[src/rtl/ddr3_pkg.sv]
// rtl/ddr3_pkg.sv - shared types and constants for the DDR3 init sequencer
//
// Contents:
//   state_t       init sequencer states
//   CMD_*         command codes packed as {csn, rasn, casn, wen}
//   MR*_IDX       bank-address values selecting each mode register
//   ZQCL_A        address bus value for ZQCL (A10 = long calibration)
//   max2          helper used to size the shared countdown
package ddr3_pkg;

  typedef enum logic [3:0] {
    ST_IDLE,
    ST_RST_HOLD,
    ST_CKE_WAIT,
    ST_XPR_WAIT,
    ST_MRS2,
    ST_MRS3,
    ST_MRS1,
    ST_MRS0,
    ST_MOD_WAIT,
    ST_ZQCL,
    ST_ZQ_WAIT,
    ST_DONE
  } state_t;

  localparam logic [3:0] CMD_DESEL = 4'b1111;
  localparam logic [3:0] CMD_NOP   = 4'b0111;
  localparam logic [3:0] CMD_MRS   = 4'b0000;
  localparam logic [3:0] CMD_ZQCL  = 4'b0110;

  localparam logic [2:0] MR0_IDX = 3'd0;
  localparam logic [2:0] MR1_IDX = 3'd1;
  localparam logic [2:0] MR2_IDX = 3'd2;
  localparam logic [2:0] MR3_IDX = 3'd3;

  localparam logic [13:0] ZQCL_A = 14'h0400;

  function automatic int max2(input int x, input int y);
    return (x > y) ? x : y;
  endfunction

endpackage

[src/rtl/ddr3_cmd_drv.sv]
// rtl/ddr3_cmd_drv.sv - registered DDR3 command/address output stage
//
// Ports:
//   clk, rst        clock, asynchronous active-high reset
//   cmd             {csn, rasn, casn, wen} for the next cycle
//   cmd_a, cmd_ba   address / bank for the next cycle
//   csn..wen        registered command pins (reset to DESELECT)
//   odt             on-die termination, tied low
//   addr, bank      registered address / bank pins (reset to 0)
module ddr3_cmd_drv
  import ddr3_pkg::*;
(
  input  logic        clk,
  input  logic        rst,
  input  logic [3:0]  cmd,
  input  logic [13:0] cmd_a,
  input  logic [2:0]  cmd_ba,
  output logic        csn,
  output logic        rasn,
  output logic        casn,
  output logic        wen,
  output logic        odt,
  output logic [13:0] addr,
  output logic [2:0]  bank
);

  always_ff @(posedge clk or posedge rst) begin
    if (rst) begin
      {csn, rasn, casn, wen} <= CMD_DESEL;
      addr                   <= '0;
      bank                   <= '0;
    end else begin
      {csn, rasn, casn, wen} <= cmd;
      addr                   <= cmd_a;
      bank                   <= cmd_ba;
    end
  end

  assign odt = 1'b0;

endmodule

[src/rtl/ddr3_init_seq.sv]
// rtl/ddr3_init_seq.sv - DDR3 power-up / initialisation sequencer
//
// Ports:
//   osc         system clock
//   rst         asynchronous active-high reset
//   start       pulse; starts (IDLE) or restarts (DONE) the sequence
//   busy        high while sequencing
//   init_done   high once ZQ calibration time has elapsed
//   ddr3_*      DRAM reset, CKE, command, ODT, address and bank pins
//
// The FSM computes the next state and the pin values that belong to it in
// one comb process; everything is registered on the same edge as the state,
// so the pins always show the values of the current state.
module ddr3_init_seq
  import ddr3_pkg::*;
#(
  parameter int          T_RESET_CYC  = 10000,
  parameter int          T_CKE_CYC    = 25000,
  parameter int          T_XPR_CYC    = 12,
  parameter int          T_MRD_CYC    = 4,
  parameter int          T_MOD_CYC    = 12,
  parameter int          T_ZQINIT_CYC = 512,
  parameter logic [13:0] MR0_VAL      = 14'h0520,
  parameter logic [13:0] MR1_VAL      = 14'h0004,
  parameter logic [13:0] MR2_VAL      = 14'h0008,
  parameter logic [13:0] MR3_VAL      = 14'h0000,
  parameter bit          AUTO_START   = 1'b1
) (
  input  logic        osc,
  input  logic        rst,
  input  logic        start,
  output logic        busy,
  output logic        init_done,
  output logic        ddr3_rstn,
  output logic        ddr3_cke,
  output logic        ddr3_csn,
  output logic        ddr3_rasn,
  output logic        ddr3_casn,
  output logic        ddr3_wen,
  output logic        ddr3_odt,
  output logic [13:0] ddr3_a,
  output logic [2:0]  ddr3_ba
);

  if (T_RESET_CYC < 1 || T_CKE_CYC < 1 || T_XPR_CYC < 1 ||
      T_MRD_CYC < 1 || T_MOD_CYC < 1 || T_ZQINIT_CYC < 1) begin : g_param_check
    $error("ddr3_init_seq: every T_*_CYC parameter must be >= 1");
  end

  localparam int T_MAX = max2(max2(max2(T_RESET_CYC, T_CKE_CYC), max2(T_XPR_CYC, T_MRD_CYC)),
                              max2(T_MOD_CYC, T_ZQINIT_CYC));
  localparam int CW = $clog2(T_MAX) + 1;

  // MR0 and ZQCL are single-cycle issue states, so their trailing waits are
  // one cycle shorter and vanish entirely when the timing is a single cycle.
  localparam logic [CW-1:0] LD_RESET = CW'(T_RESET_CYC - 1);
  localparam logic [CW-1:0] LD_CKE   = CW'(T_CKE_CYC - 1);
  localparam logic [CW-1:0] LD_XPR   = CW'(T_XPR_CYC - 1);
  localparam logic [CW-1:0] LD_MRD   = CW'(T_MRD_CYC - 1);
  localparam logic [CW-1:0] LD_MOD   = CW'((T_MOD_CYC > 1) ? T_MOD_CYC - 2 : 0);
  localparam logic [CW-1:0] LD_ZQ    = CW'((T_ZQINIT_CYC > 1) ? T_ZQINIT_CYC - 2 : 0);

  state_t        state, state_nxt;
  logic [CW-1:0] cnt, cnt_nxt;
  logic          enter;
  logic          auto_pend;

  logic [3:0]    cmd_nxt;
  logic [13:0]   a_nxt;
  logic [2:0]    ba_nxt;
  logic          rstn_nxt, cke_nxt, busy_nxt, done_nxt;

  always_ff @(posedge osc or posedge rst) begin
    if (rst) begin
      state     <= ST_IDLE;
      cnt       <= '0;
      auto_pend <= AUTO_START;
      busy      <= 1'b0;
      init_done <= 1'b0;
      ddr3_rstn <= 1'b0;
      ddr3_cke  <= 1'b0;
    end else begin
      state     <= state_nxt;
      cnt       <= cnt_nxt;
      auto_pend <= 1'b0;
      busy      <= busy_nxt;
      init_done <= done_nxt;
      ddr3_rstn <= rstn_nxt;
      ddr3_cke  <= cke_nxt;
    end
  end

  always_comb begin
    state_nxt = state;
    enter     = 1'b0;
    cnt_nxt   = (cnt != '0) ? cnt - CW'(1) : cnt;

    case (state)
      ST_IDLE:     if (start || auto_pend) begin state_nxt = ST_RST_HOLD; enter = 1'b1; end
      ST_DONE:     if (start) begin state_nxt = ST_RST_HOLD; enter = 1'b1; end
      ST_RST_HOLD: if (cnt == '0) begin state_nxt = ST_CKE_WAIT; enter = 1'b1; end
      ST_CKE_WAIT: if (cnt == '0) begin state_nxt = ST_XPR_WAIT; enter = 1'b1; end
      ST_XPR_WAIT: if (cnt == '0) begin state_nxt = ST_MRS2; enter = 1'b1; end
      ST_MRS2:     if (cnt == '0) begin state_nxt = ST_MRS3; enter = 1'b1; end
      ST_MRS3:     if (cnt == '0) begin state_nxt = ST_MRS1; enter = 1'b1; end
      ST_MRS1:     if (cnt == '0) begin state_nxt = ST_MRS0; enter = 1'b1; end
      ST_MRS0: begin
        state_nxt = (T_MOD_CYC > 1) ? ST_MOD_WAIT : ST_ZQCL;
        enter     = 1'b1;
      end
      ST_MOD_WAIT: if (cnt == '0) begin state_nxt = ST_ZQCL; enter = 1'b1; end
      ST_ZQCL: begin
        state_nxt = (T_ZQINIT_CYC > 1) ? ST_ZQ_WAIT : ST_DONE;
        enter     = 1'b1;
      end
      ST_ZQ_WAIT:  if (cnt == '0) begin state_nxt = ST_DONE; enter = 1'b1; end
      default:     begin state_nxt = ST_IDLE; enter = 1'b1; end
    endcase

    if (enter) begin
      case (state_nxt)
        ST_RST_HOLD:                cnt_nxt = LD_RESET;
        ST_CKE_WAIT:                cnt_nxt = LD_CKE;
        ST_XPR_WAIT:                cnt_nxt = LD_XPR;
        ST_MRS2, ST_MRS3, ST_MRS1:  cnt_nxt = LD_MRD;
        ST_MOD_WAIT:                cnt_nxt = LD_MOD;
        ST_ZQ_WAIT:                 cnt_nxt = LD_ZQ;
        default:                    cnt_nxt = '0;
      endcase
    end

    // Pin values for the cycle spent in state_nxt.
    cmd_nxt  = CMD_NOP;
    a_nxt    = '0;
    ba_nxt   = '0;
    rstn_nxt = 1'b1;
    cke_nxt  = 1'b1;
    busy_nxt = 1'b1;
    done_nxt = 1'b0;

    case (state_nxt)
      ST_IDLE: begin
        cmd_nxt  = CMD_DESEL;
        rstn_nxt = 1'b0;
        cke_nxt  = 1'b0;
        busy_nxt = 1'b0;
      end
      ST_RST_HOLD: begin
        cmd_nxt  = CMD_DESEL;
        rstn_nxt = 1'b0;
        cke_nxt  = 1'b0;
      end
      ST_CKE_WAIT: begin
        cmd_nxt = CMD_DESEL;
        cke_nxt = 1'b0;
      end
      ST_DONE: begin
        busy_nxt = 1'b0;
        done_nxt = 1'b1;
      end
      default: ;
    endcase

    // Commands go out only on the first cycle of their state.
    if (enter) begin
      case (state_nxt)
        ST_MRS2: begin cmd_nxt = CMD_MRS;  ba_nxt = MR2_IDX; a_nxt = MR2_VAL; end
        ST_MRS3: begin cmd_nxt = CMD_MRS;  ba_nxt = MR3_IDX; a_nxt = MR3_VAL; end
        ST_MRS1: begin cmd_nxt = CMD_MRS;  ba_nxt = MR1_IDX; a_nxt = MR1_VAL; end
        ST_MRS0: begin cmd_nxt = CMD_MRS;  ba_nxt = MR0_IDX; a_nxt = MR0_VAL; end
        ST_ZQCL: begin cmd_nxt = CMD_ZQCL; a_nxt = ZQCL_A; end
        default: ;
      endcase
    end
  end

  ddr3_cmd_drv u_cmd_drv (
    .clk    (osc),
    .rst    (rst),
    .cmd    (cmd_nxt),
    .cmd_a  (a_nxt),
    .cmd_ba (ba_nxt),
    .csn    (ddr3_csn),
    .rasn   (ddr3_rasn),
    .casn   (ddr3_casn),
    .wen    (ddr3_wen),
    .odt    (ddr3_odt),
    .addr   (ddr3_a),
    .bank   (ddr3_ba)
  );

endmodule

[config.mk]
export PLATFORM = sky130hd
export DESIGN_NAME = ddr3_init_seq
export DESIGN_NICKNAME = d
export VERILOG_FILES = /design/src/rtl/ddr3_pkg.sv /design/src/rtl/ddr3_cmd_drv.sv /design/src/rtl/ddr3_init_seq.sv
export SDC_FILE = /design/constraint.sdc
export NUM_CORES = 1
export LEC_CHECK = 0
export ABC_AREA = 1
export BUFFER_PORTS_ARGS = -buffer_cell sky130_fd_sc_hd__buf_2
export CAP_MARGIN = 20
export CORE_MARGIN = 2
export CORE_UTILIZATION = 35
export CTS_BUF_LIST = sky130_fd_sc_hd__clkbuf_2
export DETAILED_ROUTE_END_ITERATION = 8
export MAX_ROUTING_LAYER = met4
export PLACE_DENSITY = 0.51
export SETUP_SLACK_MARGIN = 0.5
export SYNTH_ARGS = -nofsm -noshare
export SYNTH_HDL_FRONTEND = slang
export SYNTH_HIERARCHICAL = 1
export SYNTH_SLANG_ARGS = --single-unit
[constraint.sdc]
create_clock -name osc -period 3.4 [get_ports osc]
set_input_delay 0.34 -clock osc [delete_from_list [all_inputs] [get_ports osc]]
set_output_delay 0.34 -clock osc [all_outputs]
set_load 0.02 [all_outputs]
==> reports/results.env <==
STATUS='finished, final reports clean'
FIRST_PASS_GRT_WIRE_LENGTH_MM=8.64
NON_FILLER_CELLS_IN_THE_FINISHED_LAYOUT=391
ANTENNA_CELLS_INSERTED=0
CELLS_AFTER_SYNTHESIS=271
HOLDCRITPATHCLASS='input port to async pin'
POST_SYNTH.CELL_AREA_AVG_UM2=8.72
FINISHED_LAYOUT_CELL_AREA_MM2=0.00268
AREA_DELTA_SYNTH_FINAL_PCT=13.6
CP_MAX_FO=5
SYNTH.LIB_CELLS_USED.DISTINCT=34
FINAL_CORE_UTILIZATION_PCT=41.8
RATIO_OF_TOTAL_POWER_TO_CELL_AREA_mW_PER_MM2=311
DPL_HPWL_MM=3.87
WORST_SETUP_PATH_END_KIND='flip-flop'
RSZ0062_AT_GRT='yes'
VDD_IR_DROP_MAX_V=0.000172
POSTCTSSETUPREPAIRBUFS=0
DIE_HEIGHT_UM=86.2
DRV_CAP=0
DR.FIRST_ITER.DRC_COUNT=55
WL_MET2_MM=2.47
POSTROUTEANTENNANETS=0
FINALNETCOUNT=324
MAXUSEDROUTINGLAYER='met4'
POWER.LEAKAGE_nW=1.36
YS.FLOP_TYPE='sky130_fd_sc_hd__dfrtp_1'
TIMING.FINAL.HOLD_VIOLATIONS=0
GRT_MAX_DEGREE=22
CTS.CLK_SLEW.WORST_PATHS_NS=0.26
FP.DIEW_UM=86.2
PLACED_AREA_MM2=0.00261
DETAILROUTE.VIA_COUNT=1820
DP.CELLS=382
FIN_TOTAL_PWR_mW=0.835
CTSLONGESTPATHBUFFERS=2
SETUP_SLACK_NS=0.741
NUM_IO_PINS=29
CLK-INSERTION-DELAY-LATE_NS=0.43
CLOCK_SINK_COUNT=46
REMAINING_DRC_ERRORS=0
WORST_EP_ARRIVAL_TIME_NS=3.05
START_UTIL_PCT=36.8
FMAX_GHz=0.376
WORSTSETUPPATHTYPE='flip-flop to flip-flop'
CTSROOTBUFFERMASTER='sky130_fd_sc_hd__clkbuf_2'
SETUP_TNS_NS=0
SLEW_HEADROOM_PCT=47.3
LAYOUT_COMMONEST_CELL='sky130_fd_sc_hd__nand2_1'
REG2REG_FROM='cnt[0]$_DFFE_PP0P_'
SHARE_OF_CELLS_ABOVE_DRIVE_STRENGTH_1_PCT=22.6
DRT_PASS1_ITERATIONS=4
CLOCK_SKEW_NS=0.0190
YS_ASYNC_SR_FRACTION_PCT=100
WORST_SLEW_PIN_SLEW_NS=0.789
DRT-TOTAL-WL_MM=5.08
GP_CONGESTION=0.820
SYNTH-SEQ-CELLS=46
SYNTH_EDF_COUNT=0
NUMBER_OF_ANTENNA_VIOLATIONS_AT_THE_FIRST_CHECK_IN_GLOBAL_ROUTING=0
CRITICAL_PATH_REQUIRED_NS=3.79
TRITONCTS.NUM_BUFFERS=5
FULL_DIE_AREA_MM2=0.00742
FINAL_MIN_PERIOD_OVER_CLOCK_PERIOD_PCT=78.2
DP_WORST_SETUP_SLACK_NS=0.634
GLOBAL_ROUTE.USAGE.TOTAL_PCT=15.4
PLACEMENT.IO_BUFFERS=27
GR-TOTAL-OVERFLOW=0
MOSTFREQUENTLAYOUTCELLS='sky130_fd_sc_hd__nand2_1, sky130_fd_sc_hd__dfrtp_1, sky130_fd_sc_hd__nor2_1'
DRV_SLEW=0
FINALHOLDWORSTSLACK_NS=0.368
NUMBER_OF_CORE_ROWS=29
VIAS_PER_CELL=4.65
YOSYSSEQAREASHARE_PCT=49.0
SYNTH-WARNING-COUNT=6
WORSTSETUPSTARTPOINTTYPE='flip-flop'
SETUP-VIOLATIONS-FINAL=0
MET3_WIRELENGTH_UM=126
CORE_AREA_MM2=0.00642
STARTPOINT='cnt[0]$_DFFE_PP0P_'
FIRST_GLOBAL_VIAS=1800
NETLIST_AREA_MM2=0.00236
DRT-WIRELENGTH-PER-CELL_UM=13.0
MIN_PERIOD_NS=2.66
TRITONCTS='done'
MET1WIRELENGTH_MM=2.44
CLOCK_TREE.HTREE_LEVEL_COUNT=2
-- power breakdown --
group	internal (mW)	leakage, nW	switching (mW)
clock	0.0527	0.0256	0.190
sequential	0.556	0.545	0.00146
combinational	0.00952	0.790	0.0250
total	0.618	1.36	0.217
-- per-layer routing --
metal | vias up | GRT usage [%]
met2 | 30 | 23.7
met3 | 5 | 2.41
li1 | 923 | -
met5 | - | -
met1 | 862 | 20.6
met4 | 0 | 5.63
-- sequential cells by signal (all words and copies together), names as in the netlist --
signal,cells
u_cmd_drv/casn,1
u_cmd_drv/addr,14
u_cmd_drv/rasn,1
u_cmd_drv/wen,1
busy,1
state,4
auto_pend,1
init_done,1
cnt,16
ddr3_rstn,1
u_cmd_drv/bank,3
u_cmd_drv/csn,1
ddr3_cke,1
-- logic make-up after synthesis --
kind of cell	share of synthesized area [%]
buffers and inverters	8.32
other	0.318
XOR/XNOR	2.60
flip-flops	49.0
AO/OA/AOI/OAI	7.52
AND/OR/NAND/NOR	28.0
adder cells (fa/ha/maj)	4.24
-- worst max-delay path, cell delays in order, from the launching register on --
cell and delay (ns):
sky130_fd_sc_hd__dfrtp_1 0.41, sky130_fd_sc_hd__inv_1 0.11, sky130_fd_sc_hd__ha_1 0.21, sky130_fd_sc_hd__nand2_1 0.15, sky130_fd_sc_hd__nor2_4 0.22, sky130_fd_sc_hd__nand2_2 0.15, sky130_fd_sc_hd__inv_1 0.12, sky130_fd_sc_hd__o211ai_1 0.08
sky130_fd_sc_hd__nand2_1 0.16, sky130_fd_sc_hd__inv_1 0.12, sky130_fd_sc_hd__ha_1 0.22, sky130_fd_sc_hd__nor2_2 0.15, sky130_fd_sc_hd__inv_1 0.08, sky130_fd_sc_hd__o311ai_2 0.28, sky130_fd_sc_hd__and2_1 0.18
-- worst paths after layout --
kind	to	slack, ns	depth (start not counted)
worst max-delay path	u_cmd_drv/wen$_DFF_PP1_	0.74	14
worst min-delay path	cnt[5]$_DFFE_PP0P_	0.37	3
worst max register to register	u_cmd_drv/wen$_DFF_PP1_	0.74	14
worst min register to register	cnt[12]$_DFFE_PP0P_	0.59	1
max in group asynchronous	u_cmd_drv/addr[5]$_DFF_PP0_	2.34	3
min in group osc	state[3]$_DFF_PP0_	0.39	4
-- repair_timing --
item | 4_1_cts | 5_1_grt
endpoints found under the hold margin | 5 | 0
resized for setup | 0 | 3
endpoints found under the setup margin | 0 | 5
hold buffers | 1 | 0
-- cells in the mapped netlist, types with 5 or more instances --
| library cell | number | area [um^2] |
|---|---|---|
| sky130_fd_sc_hd__xor2_1 | 7 | 61.3 |
| sky130_fd_sc_hd__o21ai_0 | 6 | 30.0 |
| sky130_fd_sc_hd__a21oi_1 | 11 | 55.1 |
| sky130_fd_sc_hd__nand2_2 | 6 | 37.5 |
| sky130_fd_sc_hd__nor2_2 | 5 | 31.3 |
| sky130_fd_sc_hd__nand3_1 | 10 | 50.1 |
| sky130_fd_sc_hd__nor2_1 | 39 | 146 |
| sky130_fd_sc_hd__inv_1 | 37 | 139 |
| sky130_fd_sc_hd__ha_1 | 8 | 100 |
| sky130_fd_sc_hd__nand4_1 | 5 | 31.3 |
| sky130_fd_sc_hd__o21ai_1 | 8 | 40.0 |
| sky130_fd_sc_hd__nand2_1 | 50 | 188 |
| sky130_fd_sc_hd__dfstp_2 | 5 | 131 |
| sky130_fd_sc_hd__dfrtp_1 | 41 | 1030 |
-- layout make-up --
type	count	area, um^2
Clock inverter	3	23.8
Fill cell	657	3740
Multi-Input combinational cell	191	1060
Timing Repair Buffer	29	173
Tap cell	77	96.3
Inverter	40	150
Sequential cell	46	1160
Clock buffer	5	25.0
No activity file was read; power rests on OpenSTA's default activity.
